`src/rtl/bsg_counter_up_down_variable_multi.sv`:
```
// Bank of independent up/down counters with per-channel sticky over/underflow flags.
// One-cycle latency from up/down inputs to count; there is no backpressure, and all inputs are accepted every cycle.
module bsg_counter_up_down_variable_multi #(
  parameter int els_p       = 4,
  parameter int max_val_p   = 15,
  parameter int init_val_p  = 15,
  parameter int max_step_p  = 4,
  parameter int saturate_p  = 1,
  parameter int threshold_p = 1,
  localparam int step_width_lp = $clog2(max_step_p + 1),
  localparam int ptr_width_lp  = $clog2(max_val_p + 1)
) (
  input  logic                              clk_i,
  input  logic                              reset_i,
  input  logic [els_p*step_width_lp-1:0]    up_i,
  input  logic [els_p*step_width_lp-1:0]    down_i,
  input  logic                              clear_err_i,
  output logic [els_p*ptr_width_lp-1:0]     count_o,
  output logic [els_p-1:0]                  avail_o,
  output logic [els_p-1:0]                  overflow_o,
  output logic [els_p-1:0]                  underflow_o
);

  localparam int sum_w_lp = ptr_width_lp + step_width_lp + 1;
  localparam logic signed [sum_w_lp-1:0] max_s_lp = sum_w_lp'(max_val_p);
  localparam logic [ptr_width_lp-1:0] mod_lp    = ptr_width_lp'(max_val_p + 1);
  localparam logic [ptr_width_lp-1:0] max_lp    = ptr_width_lp'(max_val_p);
  localparam logic [ptr_width_lp-1:0] init_lp   = ptr_width_lp'(init_val_p);
  localparam logic [ptr_width_lp-1:0] thresh_lp = ptr_width_lp'(threshold_p);

  logic [els_p-1:0][ptr_width_lp-1:0] r_count;
  logic [els_p-1:0][ptr_width_lp-1:0] w_count_nxt;
  logic [els_p-1:0] r_ovf, r_unf;
  logic [els_p-1:0] w_ovf, w_unf;

  for (genvar i = 0; i < els_p; i++) begin : g_ch
    logic [step_width_lp-1:0]   w_up, w_dn;
    logic signed [sum_w_lp-1:0] w_sum;
    logic [ptr_width_lp-1:0]    w_wrap_hi, w_wrap_lo;

    assign w_up  = up_i[i*step_width_lp +: step_width_lp];
    assign w_dn  = down_i[i*step_width_lp +: step_width_lp];
    // Wide enough that count - down + up never wraps; the sign bit flags underflow.
    assign w_sum = sum_w_lp'(r_count[i]) - sum_w_lp'(w_dn) + sum_w_lp'(w_up);

    assign w_unf[i] = w_sum[sum_w_lp-1];
    assign w_ovf[i] = !w_sum[sum_w_lp-1] && (w_sum > max_s_lp);

    // Any wrapped result lies in 0..max_val_p, so the low bits alone suffice.
    assign w_wrap_hi = w_sum[ptr_width_lp-1:0] - mod_lp;
    assign w_wrap_lo = w_sum[ptr_width_lp-1:0] + mod_lp;

    assign w_count_nxt[i] = w_ovf[i] ? ((saturate_p != 0) ? max_lp : w_wrap_hi)
                          : w_unf[i] ? ((saturate_p != 0) ? '0     : w_wrap_lo)
                          : w_sum[ptr_width_lp-1:0];

    assign avail_o[i] = (r_count[i] >= thresh_lp);
  end

  always_ff @(posedge clk_i) begin
    if (reset_i) begin
      r_count <= {els_p{init_lp}};
      r_ovf   <= '0;
      r_unf   <= '0;
    end else begin
      r_count <= w_count_nxt;
      r_ovf   <= w_ovf | (r_ovf & {els_p{~clear_err_i}});
      r_unf   <= w_unf | (r_unf & {els_p{~clear_err_i}});
    end
  end

  assign count_o     = r_count;
  assign overflow_o  = r_ovf;
  assign underflow_o = r_unf;

`ifndef SYNTHESIS
  always_ff @(posedge clk_i) begin
    if (reset_i && (init_val_p > max_val_p || threshold_p > max_val_p ||
                    max_step_p < 1 || max_step_p > max_val_p))
      $error("bsg_counter_up_down_variable_multi: illegal parameter combination");
    if (reset_i === 1'b0) begin
      for (int i = 0; i < els_p; i++) begin
        if (up_i[i*step_width_lp +: step_width_lp] > step_width_lp'(max_step_p) ||
            down_i[i*step_width_lp +: step_width_lp] > step_width_lp'(max_step_p))
          $error("bsg_counter_up_down_variable_multi: step above max_step_p on channel %0d", i);
        if (w_ovf[i]) $display("bsg_counter_up_down_variable_multi: overflow event on channel %0d", i);
        if (w_unf[i]) $display("bsg_counter_up_down_variable_multi: underflow event on channel %0d", i);
      end
    end
  end
`endif

endmodule

```
`config.mk`:
```
export PLATFORM = sky130hd
export DESIGN_NAME = bsg_counter_up_down_variable_multi
export DESIGN_NICKNAME = d
export VERILOG_FILES = /design/src/rtl/bsg_counter_up_down_variable_multi.sv
export SDC_FILE = /design/constraint.sdc
export NUM_CORES = 1
export LEC_CHECK = 0
export CAP_MARGIN = 20
export CORE_MARGIN = 2
export CORE_UTILIZATION = 64
export CTS_BUF_LIST = sky130_fd_sc_hd__clkbuf_4 sky130_fd_sc_hd__clkbuf_8 sky130_fd_sc_hd__clkbuf_16
export DETAILED_ROUTE_END_ITERATION = 8
export DONT_BUFFER_PORTS = 1
export PLACE_DENSITY = 0.8
export SLEW_MARGIN = 20
export SYNTH_ARGS = -nofsm -noshare
export SYNTH_HDL_FRONTEND = slang
export SYNTH_SLANG_ARGS = --single-unit
```
`constraint.sdc`:
```
create_clock -name clk_i -period 3.6 [get_ports clk_i]
set_input_delay 0.72 -clock clk_i [delete_from_list [all_inputs] [get_ports clk_i]]
set_output_delay 0.72 -clock clk_i [all_outputs]
set_load 0.01 [all_outputs]
```
==> Word level (Yosys, flattened, before mapping) <==
Index checks and enable logic that the tools add are counted.
{ "totals": {"ff_bits": 24, "in_bits": 27, "output_inout_bits": 28} }
{ "op_classes": {"n_addsub": 8, "n_lt_le_gt_ge": 8, "mux": 4, "bitwise": 5, "reduce_logical": 12} }
{ "ops": {"columns": ["cell", "count"], "rows": [
  ["$add 5x4->6", 4],
  ["$gt 6x5->1 const B", 4],
  ["$sub 4x3->5", 4],
  ["$ge 4x1->1 const B", 4],
  ["$mux 4", 4],
  ["$and 4x4->4", 2],
  ["$or 4x4->4", 2],
  ["$reduce_or 2->1", 4],
  ["$logic_and 1x1->1", 4],
  ["$logic_not 1->1", 4],
  ["$not 1->1", 1]
]} }

==> Logic depth before layout (Yosys ltp) <==
Gate-level depths: netlist of run 1.
{ "depth": {"ltp_word": 5, "depth_mapped": 10, "mapped_depth_nobuf": 10} }

==> Worst setup path before layout of run 1 <==
Ideal clock, no wire load.
{ "synth_path": {"kind": "input-to-reg", "start": "in down_i[3]", "end": "reg r_count, in the netlist count_o[7]", "t_arrival_ns": 2.833, "required_time_ns": 3.473, "slack_ns": 0.640, "stages": 9, "path_cell_list": "ha_1 -> inv_1 -> fa_1 -> xor2_1 -> ha_1 -> a21oi_1 -> and4_4 -> o311a_4 -> or3b_1"} }
{ "synth_between": {"elab_chain_len": 5, "word_cells_on_any_way": 7, "cone_classes": "add/sub (2); order compare (1); mux (1); reduce/logical (3)"} }
{ "synth_lines": {"columns": ["item", "line_no", "rtl"], "rows": [
  ["start: declaration", "16", "input logic [els_p*step_width_lp-1:0] down_i,"],
  ["$sub 4x3->5 *", "44", "assign w_sum = sum_w_lp'(r_count[i]) - sum_w_lp'(w_dn) + sum_w_lp'(w_up);"],
  ["$add 5x4->6 *", "44", null],
  ["$gt 6x5->1 / $logic_not 1->1 (equally long branches)", "47", "assign w_ovf[i] = !w_sum[sum_w_lp-1] && (w_sum > max_s_lp);"],
  ["$logic_and 1x1->1", "47", null],
  ["$reduce_or 2->1 (no line)", null, null],
  ["end signal: assignment", "62", "r_count <= {els_p{init_lp}};"],
  ["end signal: assignment", "66", "r_count <= w_count_nxt;"],
  ["end: declaration", "31", "logic [els_p-1:0][ptr_width_lp-1:0] r_count;"]
]} }
Mark *: on every way between the ends. The rest lies on a longest branch, timed or not.
A chain may end at the register's enable or synchronous reset.

==> Worst setup path in the final report of run 1 <==
{ "layout_path": {"start": "reg r_count, in the netlist count_o[4]", "end": "reg r_count, in the netlist count_o[7]"} }
{ "layout_between": {"elab_chain_len": 5, "word_cells_on_any_way": 7, "cone_classes": "add/sub (2); order compare (1); mux (1); reduce/logical (3)"} }
{ "layout_lines": {"columns": ["item", "line_no"], "rows": [
  ["$sub 4x3->5 *", "44"],
  ["$add 5x4->6 *", "44"],
  ["$gt 6x5->1 / $logic_not 1->1 (equally long branches)", "47"],
  ["$logic_and 1x1->1", "47"],
  ["$reduce_or 2->1 (no line)", null]
]} }
Marked as above.

==> results of run 1 <==
routing by layer:
layer | vias to the layer above | GRT usage [%]
li1 | 760 | -
met1 | 740 | 30.4
met2 | 69 | 45.8
met3 | 8 | 5.90
met4 | 0 | 11.1
met5 | - | 0
sequential cells by signal, indices dropped and copies added, names as in the netlist:
signal	count
overflow_o	4
count_o	16
underflow_o	4
power groups by stage:
stage                     registers [mW]  clock network (mW)  logic, mW
final                              0.535               0.116       1.15
after global routing               0.552               0.131       1.30
after CTS                          0.537               0.125       1.14
after detailed placement           0.545                   0       1.13
after global placement             0.540                   0       1.05
after floorplan                    0.509                   0      0.922
synth_stat cells (5+ instances only):
cell type / instances
xor2_1: 5
a21o_2: 7
a21o_1: 6
fa_1: 8
o21ai_0: 9
dfxtp_1: 24
ha_1: 25
nor2_1: 7
a21oi_1: 17
inv_1: 25
o21a_1: 5
nand2b_1: 6
worst min path at each step:
stage / end / slack [ns] / depth (start not counted)
floorplan: overflow_o[0]$_SDFF_PP0_ / 0.49 / 2
global placement: overflow_o[3]$_SDFF_PP0_ / 0.50 / 2
detailed placement: overflow_o[3]$_SDFF_PP0_ / 0.50 / 2
CTS: underflow_o[2]$_SDFF_PP0_ / 0.44 / 1
global route: overflow_o[2]$_SDFF_PP0_ / 0.43 / 1
finish: overflow_o[1]$_SDFF_PP0_ / 0.46 / 1
cell type report:
| class | instances | area share, % |
|---|---|---|
| flip-flops and latches | 24 | 23.6 |
| well taps | 33 | 2.03 |
| multi-input cells | 156 | 68.4 |
| clock buffers | 3 | 1.11 |
| inverters | 26 | 4.80 |
kinds of logic (layout without fill, tap and decap cells):
logic type | Yosys count | after routing | synth area share [%]
buffers and inverters | 27 | 29 | 5.14
adder cells (fa/ha/maj) | 33 | 33 | 24.0
AND/OR/NAND/NOR | 46 | 46 | 15.2
flip-flops | 24 | 24 | 24.3
AO/OA/AOI/OAI | 67 | 67 | 25.5
XOR/XNOR | 10 | 10 | 5.83
stage by stage:
step | utilization (%) | area [um^2] | setup WS [ns] | total power [mW]
final | 67.7 | 2030 | 0.782 | 1.80
after global routing | 67.7 | 2030 | 0.598 | 1.98
after CTS | 67.7 | 2030 | 0.775 | 1.80
after detailed placement | 67.0 | 2010 | 0.479 | 1.67
after global placement | 67.0 | 2010 | 0.586 | 1.59
after floorplan | - | 1970 | 0.640 | 1.43
==> flow_summary.yaml, run 1 <==
final_layout:
  nNetsFinal: 271
  register_area_um2: 480
  area_growth_pct: 3.04
  fill_cells: 261
  finalNonFillerCells: 242
  multi_input_area_um2: 1390
  layout_common_cells: "inv_1 (25), ha_1 (25), dfxtp_1 (24), a21oi_1 (17), o21ai_0 (9)"
  drive_gt1_share_pct: 9.57
  antenna_cells: 0
die:
  die_w_um: 59.5
  row_count: 20
  ios: 55
  fp.dieH_um: 59.5
  dieArea_um2: 3540
  start_util_pct: 65.7
  core_um2: 3000
worst_setup_path:
  crit_buf_inv: 2
  cp_top_family: "adder cells"
  worst_path_largest_cell_delay_ns: 0.43
  crit_end: "count_o[7]$_SDFF_PP1_"
  worstReg2RegEnd: "count_o[7]$_SDFF_PP1_"
  setup.worst_path.start: "count_o[4]$_SDFF_PP1_"
  crit_path_cell_trace: "inv_1 -> ha_1 -> inv_1 -> fa_1 -> xor2_1 -> ha_1 -> a21oi_1 -> and4_4 -> o311a_4 -> or3b_1"
  r2r_slack_ns: 0.78
  required_ns: 3.81
  slowest_stage: "fa_1"
  critPathCaptureType: "flip-flop"
  critPathLaunchType: "flip-flop"
  reg2regPathDepth: 10
  cp_num_cells: 10
  path_class: "reg2reg"
  r2r_start: "count_o[4]$_SDFF_PP1_"
  crit_arrival_ns: 3.02
  crit_fanout: 5
pwr:
  vdd_drop_max_v: 0.000446
  p_leak_nw: 0.925
  p_int_mw: 0.954
  clkPwrFrac_pct: 6.5
  p_comb_share_pct: 63.8
  swShare_pct: 47.0
  p_seq_share_pct: 29.7
  power_density_nw_per_um2: 886
  switchingPower_mw: 0.847
timing:
  finalHoldViolCount: 0
  skew_ns: 0.000854
  drv_slew: 0
  hold_ws_ns: 0.461
  timing.final.crit_share_pct: 78.3
  setup_viol: 0
  tns_ns: 0
  timing.slew.headroom_pct: 60.9
  fmax_mhz: 355
  rsz0062_at_grt: "no"
  worst_pin_slew_ns: 0.583
  period_minus_slack_ns: 2.82
global_route:
  grt_pass1_wl_um: 7040
  grt_max_degree: 14
  grt.overflow.total: 0
  grt_pass1_vias: 1569
  antenna_found_initial: 0
  grt_usage_pct: 26.1
place:
  gp_congestion: 0.965
  dp_hpwl_um: 3480
  place_inst: 239
  io_buffers: 0
clocking:
  numCtsBuffers: 3
  cts-resized-gates: 0
  insertion_delay_ns: 0.31
  path_clk_slew_ns: 0.13
  root_buffer: "clkbuf_4"
  cts_sinks: 24
  clockBufferDepth: 2
  htree_levels: 1
  post-cts-setup-buffer-count: 0
  postCtsHoldBufs: 0
  cts_tree: "yes"
route:
  wl_met3_um: 308
  vias: 1577
  wl_met2_um: 2180
  drc: 0
  wl_met1_um: 1690
  drtPass1Iterations: 5
  first_iter_violations: 73
  wirelength_um: 4250
  postRouteAntennaNets: 0
  vias_per_cell: 6.52
  wire_per_inst_um: 17.6
  top_layer: "met4"
yosys:
  synthArstFlopShare_pct: 0
  yosysTopAreaCell: "dfxtp_1"
  ys.flop_type: "dfxtp_1"
  synthCells: 207
  synth_cell_type_count: 40
  syn_area_per_cell_um2: 9.53
  synth_seq_area_share_pct: 24.4
  synth.area.top_cells: "dfxtp_1 (24%), ha_1 (16%), fa_1 (8.1%), inv_1 (4.8%), a21oi_1 (4.3%)"
  synth_edf_count: 0
  ys_ff_latch: 24
  yosysTopAreaCellShare_pct: 24.4
  yosys_warnings: 0
  syn-num-nets: 267
  syn_area_um2: 1970
job:
  drv_cap: 0
hold_path:
  worstHoldStart: "reset_i"
  hold_class: "in2reg"
status:
  status: "completed"
No activity file was read; power rests on OpenSTA's default activity.
==> run 2, diff against run 1 <==
==> constraint.sdc (replaced) <==
create_clock -name clk_i -period 2.96 [get_ports clk_i]
set_input_delay 0.592 -clock clk_i [delete_from_list [all_inputs] [get_ports clk_i]]
set_output_delay 0.592 -clock clk_i [all_outputs]
set_load 0.01 [all_outputs]
==> flow_summary.yaml, run 2 (synthesis results as in run 1) <==
die:
  fp.dieH_um: 59.5
  die_w_um: 59.5
  ios: 55
  row_count: 20
  core_um2: 3000
  dieArea_um2: 3540
  start_util_pct: 65.7
worst_setup_path:
  reg2regPathDepth: 10
  worstReg2RegEnd: "count_o[11]$_SDFF_PP1_"
  crit_path_cell_trace: "inv_1 -> ha_1 -> inv_1 -> fa_1 -> xor2_1 -> ha_1 -> a21oi_2 -> and4_4 -> o311a_4 -> or3b_1"
  cp_top_family: "adder cells"
  r2r_start: "count_o[8]$_SDFF_PP1_"
  r2r_slack_ns: 0.20
  critPathCaptureType: "flip-flop"
  critPathLaunchType: "flip-flop"
  crit_fanout: 5
  crit_arrival_ns: 2.97
  slowest_stage: "fa_1"
  required_ns: 3.17
  cp_num_cells: 10
  worst_path_largest_cell_delay_ns: 0.40
  crit_buf_inv: 2
  setup.worst_path.start: "count_o[8]$_SDFF_PP1_"
  path_class: "reg2reg"
  crit_end: "count_o[11]$_SDFF_PP1_"
global_route:
  grt_max_degree: 14
  antenna_found_initial: 0
  grt_usage_pct: 24.3
  grt.overflow.total: 0
  grt_pass1_wl_um: 6640
  grt_pass1_vias: 1565
place:
  io_buffers: 0
  place_inst: 241
  dp_hpwl_um: 3420
  gp_congestion: 0.904
  place_area_um2: 2030
timing:
  timing.final.crit_share_pct: 93.3
  fmax_mhz: 362
  finalHoldViolCount: 0
  drv_slew: 0
  rsz0062_at_grt: "no"
  period_minus_slack_ns: 2.76
  hold_ws_ns: 0.322
  skew_ns: 0.00389
  tns_ns: 0
  timing.slew.headroom_pct: 62.2
  setup_viol: 0
  worst_pin_slew_ns: 0.563
pwr:
  p_leak_nw: 0.944
  clkPwrFrac_pct: 7.7
  vdd_drop_max_v: 0.000549
  p_comb_share_pct: 63.4
  p_seq_share_pct: 28.9
  p_total_mw: 2.26
  p_int_mw: 1.21
  swShare_pct: 46.4
  switchingPower_mw: 1.05
  power_density_nw_per_um2: 1090
route:
  drtPass1Iterations: 4
  first_iter_violations: 65
  wire_per_inst_um: 17.2
  wirelength_um: 4210
  postRouteAntennaNets: 0
  drc: 0
  vias_per_cell: 6.50
  vias: 1593
clocking:
  numCtsBuffers: 3
  postCtsHoldBufs: 0
  path_clk_slew_ns: 0.13
  htree_levels: 1
  root_buffer: "clkbuf_4"
  cts_sinks: 24
  clockBufferDepth: 2
  insertion_delay_ns: 0.31
  post-cts-setup-buffer-count: 0
  cts_tree: "yes"
status:
  status: "completed"
job:
  drv_cap: 0
final_layout:
  layout_common_cells: "inv_1 (25), ha_1 (25), dfxtp_1 (24), a21oi_1 (16), o21ai_0 (9)"
  area_growth_pct: 5.07
  largest_reg_flops: 16
  drive_gt1_share_pct: 11.8
  nNetsFinal: 273
  antenna_cells: 0
  finalNonFillerCells: 245
  final_area_um2: 2070
hold_path:
  hold_class: "in2reg"
run 2: cell types whose count changed in the layout (fill, tap and decap cells not counted), sizes merged:
cell	before	now
buf	0	2
clkbuf	3	4
run 2: worst min-delay path by stage:
| stage | startpoint | end | slack [ns] | depth (start not counted) |
|---|---|---|---|---|
| finish | reset_i | underflow_o[1]$_SDFF_PP0_ | 0.32 | 1 |
| global route | reset_i | underflow_o[1]$_SDFF_PP0_ | 0.30 | 1 |
| CTS | reset_i | underflow_o[1]$_SDFF_PP0_ | 0.31 | 1 |
| detailed placement | overflow_o[3]$_SDFF_PP0_ | overflow_o[3]$_SDFF_PP0_ | 0.50 | 2 |
| global placement | overflow_o[3]$_SDFF_PP0_ | overflow_o[3]$_SDFF_PP0_ | 0.50 | 2 |
| floorplan | overflow_o[0]$_SDFF_PP0_ | overflow_o[0]$_SDFF_PP0_ | 0.49 | 2 |
run 2: power by group through the flow:
stage          logic, mW  registers, mW  clock network [mW]
3_5_place_dp        1.39          0.661                   0
5_1_grt             1.60          0.672               0.191
4_1_cts             1.40          0.654               0.182
2_1_floorplan       1.12          0.619                   0
6_report            1.43          0.652               0.175
3_3_place_gp        1.30          0.655                   0
run 2: layout make-up:
| class | instances | area [um^2] |
|---|---|---|
| clock buffers | 4 | 36.3 |
| fillers | 249 | 930 |
| inverters | 26 | 97.6 |
| multi-input cells | 156 | 1400 |
| flip-flops and latches | 24 | 480 |
| well taps | 33 | 41.3 |
| repair buffers | 2 | 15.0 |
run 2: metrics by stage:
| step | util, % | setup WS (ns) |
|---|---|---|
| 6_report | 69.0 | 0.198 |
| 5_1_grt | 69.0 | 0.0462 |
| 4_1_cts | 68.7 | 0.175 |
| 3_5_place_dp | 67.5 | 0.0297 |
| 3_3_place_gp | 67.5 | 0.124 |
| 2_1_floorplan | - | 0.128 |
run 2: what timing repair did:
item	4_1_cts	5_1_grt
resized for setup	0	2
setup endpoints to repair	0	5
endpoints found under the hold margin	0	0
run 2: layer usage:
metal	wire length, um	GRT usage [%]	part of all wire, %
met1	1720	26.5	41
met5	0	0	0
met3	233	5.24	5.5
met4	97	8.57	2.3
met2	2160	45.7	51
==> run 3, diff against run 2 <==
==> constraint.sdc (replaced) <==
create_clock -name clk_i -period 2.96 [get_ports clk_i]
set_input_delay 0.296 -clock clk_i [delete_from_list [all_inputs] [get_ports clk_i]]
set_output_delay 0.296 -clock clk_i [all_outputs]
set_load 0.01 [all_outputs]
==> flow_summary.yaml, run 3 (synthesis results as in run 1) <==
route:
  first_iter_violations: 85
  drc: 0
  wire_per_inst_um: 17.1
  drtPass1Iterations: 4
  vias_per_cell: 6.46
  vias: 1577
  wirelength_um: 4180
  postRouteAntennaNets: 0
timing:
  skew_ns: 0.00348
  finalHoldViolCount: 0
  fmax_mhz: 354
  drv_slew: 0
  worst_pin_slew_ns: 0.576
  timing.final.crit_share_pct: 95.5
  finalWorstSetupSlack_ns: 0.134
  timing.slew.headroom_pct: 61.3
  setup_viol: 0
  rsz0062_at_grt: "no"
  tns_ns: 0
  hold_ws_ns: 0.0109
  period_minus_slack_ns: 2.83
final_layout:
  largest_reg_flops: 16
  antenna_cells: 0
  final_area_um2: 2060
  register_area_um2: 480
  drive_gt1_share_pct: 10.4
  nNetsFinal: 272
  layout_common_cells: "inv_1 (25), ha_1 (25), dfxtp_1 (24), a21oi_1 (17), o21ai_0 (9)"
  fill_cells: 247
  multi_input_area_um2: 1400
  finalNonFillerCells: 244
  final_core_util_pct: 68.8
  area_growth_pct: 4.63
die:
  ios: 55
  core_um2: 3000
  fp.dieH_um: 59.5
  start_util_pct: 65.7
  dieArea_um2: 3540
  die_w_um: 59.5
  row_count: 20
place:
  place_area_um2: 2010
  io_buffers: 0
  pre_cts_ws_ns: 0.169
  dp_hpwl_um: 3350
  gp_congestion: 0.937
  place_inst: 239
worst_setup_path:
  cp_top_family: "adder cells"
  cp_num_cells: 10
  crit_arrival_ns: 3.05
  required_ns: 3.19
  critPathLaunchType: "flip-flop"
  worst_path_largest_cell_delay_ns: 0.44
  slowest_stage: "fa_1"
  path_class: "reg2reg"
  critPathCaptureType: "flip-flop"
  crit_path_cell_trace: "inv_1 -> ha_1 -> inv_1 -> fa_1 -> xor2_1 -> ha_1 -> a21oi_1 -> and4_4 -> o311a_4 -> or3b_1"
  crit_buf_inv: 2
  crit_fanout: 5
  reg2regPathDepth: 10
global_route:
  grt_pass1_vias: 1628
  grt_usage_pct: 25.2
  grt_pass1_wl_um: 6920
  grt.overflow.total: 0
  antenna_found_initial: 0
  grt_max_degree: 14
clocking:
  post-cts-setup-buffer-count: 0
  htree_levels: 1
  insertion_delay_ns: 0.33
  numCtsBuffers: 3
  cts_sinks: 24
  root_buffer: "clkbuf_4"
  path_clk_slew_ns: 0.14
  cts_tree: "yes"
  clockBufferDepth: 2
job:
  drv_cap: 0
pwr:
  clkPwrFrac_pct: 8.1
  swShare_pct: 46.4
  p_leak_nw: 0.939
  power_density_nw_per_um2: 1080
  vdd_drop_max_v: 0.000676
  p_seq_share_pct: 29.3
  switchingPower_mw: 1.03
  p_comb_share_pct: 62.6
  p_int_mw: 1.19
  p_total_mw: 2.23
hold_path:
  hold_class: "in2reg"
  hold_depth: 1
status:
  status: "completed"
-- run 3: cell count changes in the layout (fill, tap and decap cells not counted), sizes merged --
cell and delta:
dlygate4sd3 +1, buf -2
-- run 3: repair_timing --
item / 4_1_cts / 5_1_grt
hold buffers: 0 / 1
gates resized for setup: 0 / 1
endpoints found under the hold margin: 0 / 1
endpoints found under the setup margin: 0 / 4
-- run 3: power by group through the flow --
| stage | clock network [mW] | registers, mW | logic [mW] |
|---|---|---|---|
| 6_report | 0.180 | 0.653 | 1.39 |
| 5_1_grt | 0.193 | 0.674 | 1.57 |
| 4_1_cts | 0.178 | 0.656 | 1.37 |
| 3_5_place_dp | 0 | 0.663 | 1.36 |
| 3_3_place_gp | 0 | 0.657 | 1.28 |
| 2_1_floorplan | 0 | 0.619 | 1.12 |
-- run 3: area by class of cell --
cell class / count / share of cell area (%)
inverter: 26 / 4.73
tap: 33 / 2.00
sequential: 24 / 23.3
multi-input combinational: 156 / 67.8
timing repair buffer: 1 / 0.485
clock buffer: 4 / 1.76
-- run 3: path summary, 6_finish.rpt --
| check | start | endpoint | slack (ns) |
|---|---|---|---|
| hold / removal | reset_i | overflow_o[0]$_SDFF_PP0_ | 0.01 |
| setup / recovery | count_o[8]$_SDFF_PP1_ | count_o[11]$_SDFF_PP1_ | 0.13 |
| hold reg to reg | overflow_o[3]$_SDFF_PP0_ | overflow_o[3]$_SDFF_PP0_ | 0.53 |
| setup reg to reg | count_o[8]$_SDFF_PP1_ | count_o[11]$_SDFF_PP1_ | 0.13 |
-- run 3: per-layer routing --
layer | GRT usage (%) | up-vias | share of wire [%]
met5 | 0 | - | 0
met4 | 7.62 | 0 | 1.0
met3 | 6.55 | 9 | 7.6
met2 | 46.3 | 69 | 52
met1 | 28.2 | 735 | 40
li1 | - | 764 | -
